File: config.mk
export PLATFORM = sky130hd
export DESIGN_NAME = i2c_slave_drain
export DESIGN_NICKNAME = d
export VERILOG_FILES = /design/src/rtl/i2c_drain_pkg.sv /design/src/rtl/prio_enc_lsb.sv /design/src/rtl/i2c_slave_drain.sv
export SDC_FILE = /design/constraint.sdc
export NUM_CORES = 1
export LEC_CHECK = 0
export CORE_UTILIZATION = 37
export DETAILED_ROUTE_END_ITERATION = 10
export DONT_BUFFER_PORTS = 1
export GPL_TIMING_DRIVEN = 0
export SYNTH_ARGS = -nofsm -noshare
export SYNTH_HDL_FRONTEND = slang
export SYNTH_SLANG_ARGS = --single-unit
export TNS_END_PERCENT = 20
File: constraint.sdc
create_clock -name clk -period 2.57 [get_ports clk]
set_input_delay 0.771 -clock clk [delete_from_list [all_inputs] [get_ports clk]]
set_output_delay 0.771 -clock clk [all_outputs]
set_load 0.005 [all_outputs]
File: src/rtl/i2c_drain_pkg.sv
// Shared definitions for the I2C slave-FIFO drain controller: FSM encoding,
// frame header constants and the header byte builder.
package i2c_drain_pkg;

    typedef enum logic [2:0] {
        ST_IDLE = 3'd0,
        ST_HDR0 = 3'd1,
        ST_HDR1 = 3'd2,
        ST_READ = 3'd3,
        ST_WAIT = 3'd4,
        ST_SEND = 3'd5
    } state_t;

    localparam logic [3:0] SYNC_NIBBLE = 4'hA;
    localparam logic       HDR_BYTE0   = 1'b0;
    localparam logic       HDR_BYTE1   = 1'b1;
    localparam logic [6:0] MAX_CNT     = 7'd64;

    // Byte1 carries the full 7-bit count so a full FIFO (64) reads as 8'h40.
    function automatic logic [7:0] hdr_byte(input logic       idx,
                                            input logic [3:0] chan,
                                            input logic [6:0] cnt);
        logic [7:0] b;
        if (idx == HDR_BYTE0) begin
            b = {SYNC_NIBBLE, chan};
        end else begin
            b = {1'b0, cnt};
        end
        return b;
    endfunction

endpackage

File: src/rtl/prio_enc_lsb.sv
// Lowest-index priority encoder: returns the index and the one-hot of the
// least significant set bit of an N-bit request vector (N <= 16).
module prio_enc_lsb #(
    parameter int N = 12
) (
    input  logic [N-1:0] i_vec,
    output logic [3:0]   o_idx,
    output logic [N-1:0] o_onehot
);

    logic [N-1:0] w_onehot;

    // Isolate the lowest set bit with the two's-complement trick.
    assign w_onehot = i_vec & (~i_vec + N'(1));
    assign o_onehot = w_onehot;

    // Fold the one-hot back into a binary index.
    always_comb begin
        o_idx = 4'd0;
        for (int i = 0; i < N; i++) begin
            o_idx = o_idx | ({4{w_onehot[i]}} & 4'(i));
        end
    end

endmodule

File: src/rtl/i2c_slave_drain.sv
// Drains one completed message at a time from the shared slave-capture FIFO
// and forwards it as a {sync|chan, count, payload...} byte stream.
module i2c_slave_drain
    import i2c_drain_pkg::*;
#(
    parameter int N = 12
) (
    input  logic         clk,
    input  logic         n_rst,
    input  logic [N-1:0] have_msg_bus,
    input  logic [N-1:0] sstat_bus,
    input  logic [7:0]   len,
    input  logic [7:0]   s_dout,
    output logic [N-1:0] s_rdreq_bus,
    output logic [7:0]   tx_data,
    output logic         tx_valid,
    input  logic         tx_ready,
    output logic         tx_last,
    output logic         busy
);

    state_t       r_state, w_state_nxt;
    logic [6:0]   r_cnt, w_cnt_nxt;
    logic [3:0]   r_chan, w_chan_nxt;
    logic [N-1:0] r_chan_oh, w_chan_oh_nxt;
    logic [7:0]   r_tx_data, w_tx_data_nxt;
    logic         r_tx_valid, w_tx_valid_nxt;
    logic         r_tx_last, w_tx_last_nxt;
    logic [N-1:0] r_rdreq, w_rdreq_nxt;
    logic         r_busy;

    logic [3:0]   w_enc_idx;
    logic [N-1:0] w_enc_oh;
    logic         w_start;
    logic         w_hs;
    logic [6:0]   w_snap_cnt;
    logic         w_len_unused;

    prio_enc_lsb #(.N(N)) u_prio (
        .i_vec    (have_msg_bus),
        .o_idx    (w_enc_idx),
        .o_onehot (w_enc_oh)
    );

    assign w_start      = (|have_msg_bus) & ~(|sstat_bus);
    assign w_hs         = r_tx_valid & tx_ready;
    // An empty fill level with a message pending means the FIFO wrapped full.
    assign w_snap_cnt   = (len[5:0] == 6'd0) ? MAX_CNT : {1'b0, len[5:0]};
    assign w_len_unused = ^len[7:6];

    // Next-state and next-output logic; outputs hold unless a transition updates them.
    always_comb begin
        w_state_nxt    = r_state;
        w_cnt_nxt      = r_cnt;
        w_chan_nxt     = r_chan;
        w_chan_oh_nxt  = r_chan_oh;
        w_tx_data_nxt  = r_tx_data;
        w_tx_valid_nxt = r_tx_valid;
        w_tx_last_nxt  = r_tx_last;
        w_rdreq_nxt    = {N{1'b0}};
        case (r_state)
            ST_IDLE: begin
                if (w_start) begin
                    w_state_nxt    = ST_HDR0;
                    w_cnt_nxt      = w_snap_cnt;
                    w_chan_nxt     = w_enc_idx;
                    w_chan_oh_nxt  = w_enc_oh;
                    w_tx_data_nxt  = hdr_byte(HDR_BYTE0, w_enc_idx, w_snap_cnt);
                    w_tx_valid_nxt = 1'b1;
                    w_tx_last_nxt  = 1'b0;
                end else begin
                    w_tx_valid_nxt = 1'b0;
                    w_tx_last_nxt  = 1'b0;
                end
            end
            ST_HDR0: begin
                if (w_hs) begin
                    w_state_nxt   = ST_HDR1;
                    w_tx_data_nxt = hdr_byte(HDR_BYTE1, r_chan, r_cnt);
                end else begin
                    w_state_nxt   = ST_HDR0;
                end
            end
            ST_HDR1: begin
                if (w_hs) begin
                    w_state_nxt    = ST_READ;
                    w_tx_valid_nxt = 1'b0;
                    w_rdreq_nxt    = r_chan_oh;
                end else begin
                    w_state_nxt    = ST_HDR1;
                end
            end
            ST_READ: begin
                w_state_nxt = ST_WAIT;
            end
            ST_WAIT: begin
                w_state_nxt    = ST_SEND;
                w_tx_data_nxt  = s_dout;
                w_tx_valid_nxt = 1'b1;
                w_tx_last_nxt  = (r_cnt == 7'd1);
            end
            ST_SEND: begin
                if (w_hs) begin
                    w_cnt_nxt      = r_cnt - 7'd1;
                    w_tx_valid_nxt = 1'b0;
                    w_tx_last_nxt  = 1'b0;
                    if (r_cnt != 7'd1) begin
                        w_state_nxt = ST_READ;
                        w_rdreq_nxt = r_chan_oh;
                    end else begin
                        w_state_nxt = ST_IDLE;
                    end
                end else begin
                    w_state_nxt = ST_SEND;
                end
            end
            default: begin
                w_state_nxt    = ST_IDLE;
                w_tx_valid_nxt = 1'b0;
                w_tx_last_nxt  = 1'b0;
            end
        endcase
    end

    // State register.
    always_ff @(posedge clk or negedge n_rst) begin
        if (!n_rst) begin
            r_state <= ST_IDLE;
        end else begin
            r_state <= w_state_nxt;
        end
    end

    // Frame context and registered outputs.
    always_ff @(posedge clk or negedge n_rst) begin
        if (!n_rst) begin
            r_cnt      <= 7'd0;
            r_chan     <= 4'd0;
            r_chan_oh  <= {N{1'b0}};
            r_tx_data  <= 8'd0;
            r_tx_valid <= 1'b0;
            r_tx_last  <= 1'b0;
            r_rdreq    <= {N{1'b0}};
            r_busy     <= 1'b0;
        end else begin
            r_cnt      <= w_cnt_nxt;
            r_chan     <= w_chan_nxt;
            r_chan_oh  <= w_chan_oh_nxt;
            r_tx_data  <= w_tx_data_nxt;
            r_tx_valid <= w_tx_valid_nxt;
            r_tx_last  <= w_tx_last_nxt;
            r_rdreq    <= w_rdreq_nxt;
            r_busy     <= (w_state_nxt != ST_IDLE);
        end
    end

    assign s_rdreq_bus = r_rdreq;
    assign tx_data     = r_tx_data;
    assign tx_valid    = r_tx_valid;
    assign tx_last     = r_tx_last;
    assign busy        = r_busy;

endmodule

==> flow_summary.ini, run 1 <==
[status]
status = finished, final reports clean

[clock_network]
ctsHoldBuffers = 0
cts_root_buf = clkbuf_8
clk_pin_slew_ns = 0.09
cts_inserted_buffers = 5
post_cts_buffers = 0
clkSinkCount = 45
clkLatencyLatePin_ns = 0.30
ctsResizeCount = 0
cts_tree = yes
cts-htree-levels = 2
cts.path.max_buffers = 2

[die]
ios = 66
die_h_um = 81.44
core_um2 = 5991
chipWidth_um = 81.44
rows = 28
die_area_um2 = 6632
start_util_pct = 38.97

[detailed_routing]
wl_per_cell_um = 17.54
wirelength_um = 5772
drtAntennaViolNets = 0
via_per_inst = 5.702
vias = 1876
drtIter0Drc = 182
drc_errors = 0
first_pass_iters = 4

[synthesis]
synth_nets = 291
ys_async_sr_fraction_pct = 100.0
postSynthCellCount = 246
yosys.area_share.xor_xnor_pct = 0
syn_area_um2 = 2335
synth_ff_type = dfrtp_1
synth_compound_area_share_pct = 17.42
synth_simple_gate_area_share_pct = 26.21
synth.distinct_cells = 43
seq_area_frac_synth_pct = 48.23
synth_top_area_share_pct = 48.23
synth_edf_count = 0
synthTopCellsByArea = dfrtp_1 48%, nand2_1 5.0%, and2_1 4.0%, nor2_1 3.2%, o21ai_0 3.0%
synth_area_leader_cell = dfrtp_1
avgSynthCellArea_um2 = 9.491
synth_fa_ha_area_share_pct = 1.072
muxShareOfSynthArea_pct = 4.341
ys_warn_count = 0
ys_ff_latch = 45
synth_top_family_by_area = simple AND/OR/NAND/NOR gates

[final_layout]
synthToLayoutAreaGrowth_pct = 7.878
design_area_um2 = 2519
fin_nets = 298
diodes = 0
seqCellArea_um2 = 1126
multi_input_area_um2 = 1145
nFillCells = 579
drive_above_1_share_pct = 8.268

[job]
max_cap_violations = 0

[sta]
setup_viol = 0
maxSlewHeadroom_pct = 62.46
worstMarginPinSlew_ns = 0.5631
maxSlewViolCount = 0
finalCritPeriodShare_pct = 91.17
period_needed_ns = 2.343
rsz0062_at_grt = false
max_clock_freq_mhz = 426.8
setup_ws_ns = 0.2269
finalHoldViolCount = 0
fin_worst_skew_ns = 0.004727
fin_tns_setup_ns = 0

[power_and_ir_drop]
pwr_density_cell_nw_per_um2 = 863.9
ir_drop_mv = 0.4076
p_leak_nw = 1.048

[worst_setup_path]
cp.required_ns = 2.76
end_kind = flip-flop
cp_cell_sequence = nor4_4 -> nand3_1 -> and2_1 -> o31ai_4 -> mux2_2
crit_path_top_delay_cell = o31ai_4
arrival_ns = 2.53
cp_max_fo = 8
cp-start-kind = primary input
cp_slowest_stage_delay_ns = 0.52
critPathKind = primary input to flip-flop

[place]
dp_hpwl_um = 4193
place_ws_ns = -0.06596
gp_congestion = 0.8556
port_buffers = 0
dpl_cell_area_um2 = 2429

[global_routing]
grt-ovfl-total = 0
grt_pass1_vias = 1874
antenna_found_initial = 0
grt_pass1_wl_um = 9059
grt_usage_pct = 18.23
grt_max_degree = 46

[worst_hold_path]
min_path_type = primary input to asynchronous set/reset pin
==> cells in the mapped netlist (all sizes together), types with 3 or more instances <==
library cell  count
a21oi             9
a22oi             6
and2             15
clkbuf           12
dfrtp            45
inv               5
mux2              9
nand2            31
nand2b            7
nand3            13
nor2             20
nor2b             3
nor3              3
nor4              8
o21ai            21
o221a             4
o31ai             4
or3               4
==> registers in the layout, indices dropped and copies added (netlist names) <==
name / count
r_chan_oh: 12
busy: 1
r_state: 3
tx_valid: 1
tx_last: 1
r_cnt: 7
tx_data: 8
s_rdreq_bus: 12
==> cell families after synthesis <==
group | after synthesis
compound gates | 59
fa+ha+maj | 2
buf+inv | 17
flops | 45
mux | 9
simple gates | 114
==> worst paths after layout <==
path | slack [ns] | cells after the start | endpoint | start
worst min register to register | 0.48 | 2 | r_chan_oh[1] | r_chan_oh[1]
max in group asynchronous | 2.30 | 0 | r_chan_oh[9] | n_rst
worst max register to register | 0.36 | 6 | tx_data[1] | r_state[2]
worst max-delay path | 0.23 | 5 | tx_data[0] | have_msg_bus[4]
worst min-delay path | 0.15 | 0 | r_cnt[1] | n_rst
min in group clk | 0.48 | 2 | r_chan_oh[1] | r_chan_oh[1]
==> power by group <==
| group | internal (W) | switching [W] |
|---|---|---|
| combinational | 0.000311 | 0.000431 |
| sequential | 0.000843 | 0.000136 |
| clock | 0.000193 | 0.000263 |
==> area by class of cell <==
| class | count | share of cell area [%] |
|---|---|---|
| multi-input combinational | 184 | 45.45 |
| clock buffer | 5 | 2.732 |
| inverter | 5 | 0.7452 |
| clock inverter | 3 | 0.8445 |
| buffer | 12 | 1.788 |
| sequential | 45 | 44.71 |
| tap | 75 | 3.726 |
==> metrics by stage <==
stage          std cells  power, W  utilization (%)  hold slack [ns]
3_3_place_gp         321  0.001704            40.54           0.4568
3_5_place_dp         321  0.001723            40.54           0.4620
6_report             329  0.002176            42.04           0.1504
2_1_floorplan        246  0.001533                -           0.4374
5_1_grt              329  0.002331            42.04           0.1384
4_1_cts              329  0.002185            42.04           0.1465
==> cell usage in the layout, fill, tap and decap left out, types with 4 or more instances in the layout <==
cell / synthesis / final
dfrtp_1: 45 / 45
nand2_1: 31 / 31
nor2_1: 20 / 20
and2_1: 15 / 15
o21ai_0: 14 / 14
nand3_1: 13 / 13
clkbuf_1: 12 / 12
a21oi_1: 9 / 9
nand2b_1: 7 / 7
o21ai_1: 7 / 7
nor4_1: 6 / 6
a22oi_1: 6 / 6
mux2_1: 6 / 6
inv_1: 5 / 5
clkbuf_8: 0 / 5
o221a_2: 4 / 4
==> layer usage <==
layer | vias to the layer above | share of wire (%) | track usage, %
met5 | - | 0 | 0
met4 | 0 | 1.1 | 5.714
met3 | 6 | 8.7 | 5.889
met2 | 67 | 47 | 29.08
met1 | 897 | 43 | 23.33
li1 | 906 | - | -
==> critical path: cells and delay by family <==
kind / cells / cell delay [ns]
AO/OA/AOI/OAI: 1 / 0.52
multiplexers: 1 / 0.39
AND/OR/NAND/NOR: 3 / 0.84
Power figures use the tool's default switching activity.
==> run 2, diff against run 1 <==
--- a/config.mk
+++ b/config.mk
@@ -5,7 +5,7 @@
 export SDC_FILE = /design/constraint.sdc
 export NUM_CORES = 1
 export LEC_CHECK = 0
-export CORE_UTILIZATION = 37
+export CORE_UTILIZATION = 50
 export DETAILED_ROUTE_END_ITERATION = 10
 export DONT_BUFFER_PORTS = 1
 export GPL_TIMING_DRIVEN = 0
==> constraint.sdc (replaced) <==
create_clock -name clk -period 2.5 [get_ports clk]
set_input_delay 0.75 -clock clk [delete_from_list [all_inputs] [get_ports clk]]
set_output_delay 0.75 -clock clk [all_outputs]
set_load 0.005 [all_outputs]
==> run 2 against run 1 <==
Net effect: wire length fell by 11%; register-to-register slack gained 0.03 ns; sequential share of layout area increased by 0.45 points; worst hold slack got worse by 0.013 ns; critical endpoint unchanged.
==> flow_summary.ini, run 2 (same netlist as run 1, synthesis figures left out) <==
[worst_setup_path]
cp-start-kind = primary input
cp_slowest_stage_delay_ns = 0.49
arrival_ns = 2.49
cp.required_ns = 2.69
critPathBufInv = 0
cp_cell_sequence = nor4_1 -> nand3_1 -> and2_1 -> o31ai_4 -> mux2_2
end_kind = flip-flop
cp_max_fo = 8
path_delay_family = simple AND/OR/NAND/NOR gates
critPathKind = primary input to flip-flop
crit_path_top_delay_cell = o31ai_4

[final_layout]
nFillCells = 408
synthToLayoutAreaGrowth_pct = 6.806
seqCellArea_um2 = 1126
instances_no_fill = 306
fin_nets = 298
final_cell_mix = 45 x dfrtp_1, 31 x nand2_1, 20 x nor2_1, 15 x and2_1, 14 x o21ai_0
multi_input_area_um2 = 1145
layout_commonest_cell = dfrtp_1
diodes = 0
drive_above_1_share_pct = 8.268

[clock_network]
clkSinkCount = 45
cts-htree-levels = 2
post_cts_buffers = 0
ctsResizeCount = 0
cts_tree = yes
ctsHoldBuffers = 0
clk_pin_slew_ns = 0.09
cts.path.max_buffers = 2
cts_inserted_buffers = 5
cts_root_buf = clkbuf_8
clkLatencyLatePin_ns = 0.30

[power_and_ir_drop]
p_leak_nw = 1.049
pwr_density_cell_nw_per_um2 = 889.4
power_w = 0.002218
ir_drop_mv = 0.4830

[global_routing]
grt_pass1_wl_um = 8576
antenna_found_initial = 0
grt_usage_pct = 21.81
grt_pass1_vias = 1797
grt_max_degree = 46
grt-ovfl-total = 0

[detailed_routing]
drc_errors = 0
drtAntennaViolNets = 0
maxUsedRoutingLayer = met4
met2WireLength_um = 2268
first_pass_iters = 4
wl_per_cell_um = 16.74
met3_length_um = 330
wl_met1_um = 2476
drtIter0Drc = 147
wirelength_um = 5123
vias = 1832
via_per_inst = 5.987

[sta]
finalCritPeriodShare_pct = 91.83
worstMarginPinSlew_ns = 0.5016
fin_tns_setup_ns = 0
finalHoldViolCount = 0
max_clock_freq_mhz = 435.6
setup_viol = 0
period_needed_ns = 2.296
fin_worst_skew_ns = 0.004137
holdWs_ns = 0.1375
maxSlewViolCount = 0
rsz0062_at_grt = false
maxSlewHeadroom_pct = 66.56

[worst_hold_path]
min_path_type = primary input to asynchronous set/reset pin

[place]
dp_hpwl_um = 3871
gp_congestion = 0.8738
port_buffers = 0
dp_cells = 298

[die]
core_um2 = 4414
start_util_pct = 52.89
die_h_um = 70.34
ios = 66
die_area_um2 = 4947
rows = 24
chipWidth_um = 70.34

[job]
max_cap_violations = 0

[status]
status = finished, final reports clean
run 2: power breakdown:
part           internal [W]  total (W)  switching, W
clock network      0.000202   0.000462      0.000260
logic              0.000319   0.000751      0.000432
registers          0.000866    0.00100      0.000138
total               0.00139    0.00222      0.000831
run 2: final timing paths:
| path | from | endpoint | slack [ns] | cells past startpoint |
|---|---|---|---|---|
| min | n_rst | tx_data[6] | 0.14 | 0 |
| min reg2reg | r_chan_oh[7] | r_chan_oh[7] | 0.48 | 2 |
| max reg2reg | r_state[2] | tx_data[1] | 0.39 | 6 |
| max | have_msg_bus[8] | tx_data[0] | 0.20 | 5 |
| max in group asynchronous | n_rst | r_chan_oh[3] | 2.28 | 0 |
| min in group clk | r_chan_oh[7] | r_chan_oh[7] | 0.48 | 2 |
run 2: metal layers:
metal  up-vias  track usage (%)
met5         -                0
met4         0            7.111
met3         5            4.473
met2        78            32.91
met1       848            31.22
li1        901                -
run 2: through the flow:
| step | setup WS, ns | cell area [um^2] | utilization (%) |
|---|---|---|---|
| after floorplan | 0.1853 | 2335 | - |
| after global placement | -0.1078 | 2400 | 54.37 |
| after detailed placement | -0.1580 | 2400 | 54.37 |
| after CTS | 0.1562 | 2494 | 56.49 |
| after global routing | 0.03500 | 2494 | 56.49 |
| final | 0.2044 | 2494 | 56.49 |
run 2: layout make-up:
type	count	share of cell area, %
tap	52	2.609
buffer	12	1.806
clock buffer	5	2.760
sequential	45	45.16
multi-input combinational	184	45.91
clock inverter	3	1.004
inverter	5	0.7526
==> run 3, diff against run 2 <==
--- a/config.mk
+++ b/config.mk
@@ -5,10 +5,14 @@
 export SDC_FILE = /design/constraint.sdc
 export NUM_CORES = 1
 export LEC_CHECK = 0
-export CORE_UTILIZATION = 50
+export CELL_PAD_IN_SITES_DETAIL_PLACEMENT = 1
+export CELL_PAD_IN_SITES_GLOBAL_PLACEMENT = 1
+export CORE_UTILIZATION = 47
+export CTS_CLUSTER_SIZE = 16
 export DETAILED_ROUTE_END_ITERATION = 10
 export DONT_BUFFER_PORTS = 1
 export GPL_TIMING_DRIVEN = 0
+export PLACE_DENSITY_LB_ADDON = 0.1
 export SYNTH_ARGS = -nofsm -noshare
 export SYNTH_HDL_FRONTEND = slang
 export SYNTH_SLANG_ARGS = --single-unit
==> run 3 against run 2 <==
Net effect: sequential share of layout area fell by 0.34 points; sequential power is essentially flat; total power is 1.3% higher; die area up 6.2%; largest cell class unchanged; largest power group unchanged; highest routed layer unchanged.
==> flow_summary.ini, run 3 (same netlist as run 1, synthesis figures left out) <==
[final_layout]
fin_nets = 298
synthToLayoutAreaGrowth_pct = 7.610
layout_commonest_cell = dfrtp_1
seqCellArea_um2 = 1126
nFillCells = 557
diodes = 0
instances_no_fill = 321
final_cell_mix = 45 x dfrtp_1, 31 x nand2_1, 20 x nor2_1, 15 x and2_1, 14 x o21ai_0
drive_above_1_share_pct = 8.268
multi_input_area_um2 = 1145

[power_and_ir_drop]
ir_drop_mv = 0.3969
pwr_density_cell_nw_per_um2 = 894.3
power_w = 0.002247
p_leak_nw = 1.049

[clock_network]
clkLatencyLatePin_ns = 0.31
cts-htree-levels = 2
ctsHoldBuffers = 0
cts_tree = yes
clk_pin_slew_ns = 0.09
cts.path.max_buffers = 2
post_cts_buffers = 0
ctsResizeCount = 0
clkSinkCount = 45
cts_root_buf = clkbuf_8
cts_inserted_buffers = 5

[worst_hold_path]
min_path_type = primary input to asynchronous set/reset pin

[place]
dp_hpwl_um = 4433
port_buffers = 0
place_ws_ns = -0.1029
gp_congestion = 0.8531
dp_cells = 313

[global_routing]
grt_pass1_vias = 1926
antenna_found_initial = 0
grt_pass1_wl_um = 9798
grt_usage_pct = 24.74
grt_max_degree = 46
grt-ovfl-total = 0

[worst_setup_path]
end_kind = flip-flop
cp-start-kind = primary input
critPathKind = primary input to flip-flop
cp_max_fo = 8
cp.required_ns = 2.70
arrival_ns = 2.49

[detailed_routing]
first_pass_iters = 6
wl_per_cell_um = 18.50
drc_errors = 0
drtIter0Drc = 91
drtAntennaViolNets = 0
via_per_inst = 5.863
wirelength_um = 5937
vias = 1882

[sta]
period_needed_ns = 2.290
maxSlewViolCount = 0
max_clock_freq_mhz = 436.6
worstMarginPinSlew_ns = 0.5779
fin_worst_skew_ns = 0.003324
setup_ws_ns = 0.2098
rsz0062_at_grt = false
fin_tns_setup_ns = 0
maxSlewHeadroom_pct = 61.47
finalHoldViolCount = 0
holdWs_ns = 0.1263
setup_viol = 0
finalCritPeriodShare_pct = 91.61

[die]
chipWidth_um = 72.48
rows = 25
core_um2 = 4755
die_h_um = 72.48
die_area_um2 = 5253
ios = 66
start_util_pct = 49.11

[job]
max_cap_violations = 0

[status]
status = finished, final reports clean
[run 3: where the power goes]
| group | internal [W] | switching (W) | total (W) |
|---|---|---|---|
| logic | 0.000319 | 0.000446 | 0.000765 |
| registers | 0.000867 | 0.000137 | 0.00100 |
| clock network | 0.000204 | 0.000275 | 0.000479 |
[run 3: final timing paths]
kind                       slack [ns]  cells after the start              to            start
min in group clk                 0.48                      2    r_chan_oh[2]     r_chan_oh[2]
max reg2reg                      0.30                      6      tx_data[1]       r_state[2]
max in group asynchronous        2.29                      0  s_rdreq_bus[6]            n_rst
min reg2reg                      0.48                      2    r_chan_oh[2]     r_chan_oh[2]
max                              0.21                      5      tx_data[1]  have_msg_bus[8]
min                              0.13                      0        r_cnt[3]            n_rst
[run 3: routing by layer]
layer | global-route usage (%) | routed length [um] | vias to the layer above
met3 | 6.389 | 309 | 9
met5 | 0 | 0 | -
met2 | 37.80 | 2674 | 48
met4 | 8.061 | 80 | 0
li1 | - | - | 898
met1 | 34.28 | 2872 | 927
[run 3: critical path: stages]
cell	delay, ns
nor4_1	0.39
nand3_1	0.18
and2_1	0.27
o31ai_4	0.50
mux2_2	0.39
[run 3: cell type report]
type	count	share of cell area, %
clock buffer	5	2.739
multi-input combinational	184	45.57
sequential	45	44.82
buffer	12	1.793
tap	67	3.337
inverter	5	0.7470
clock inverter	3	0.9960
[run 3: through the flow]
step / util (%) / area [um^2]
final: 52.84 / 2512
after CTS: 52.84 / 2512
after floorplan: - / 2335
after global placement: 50.87 / 2419
after detailed placement: 50.87 / 2419
after global routing: 52.84 / 2512
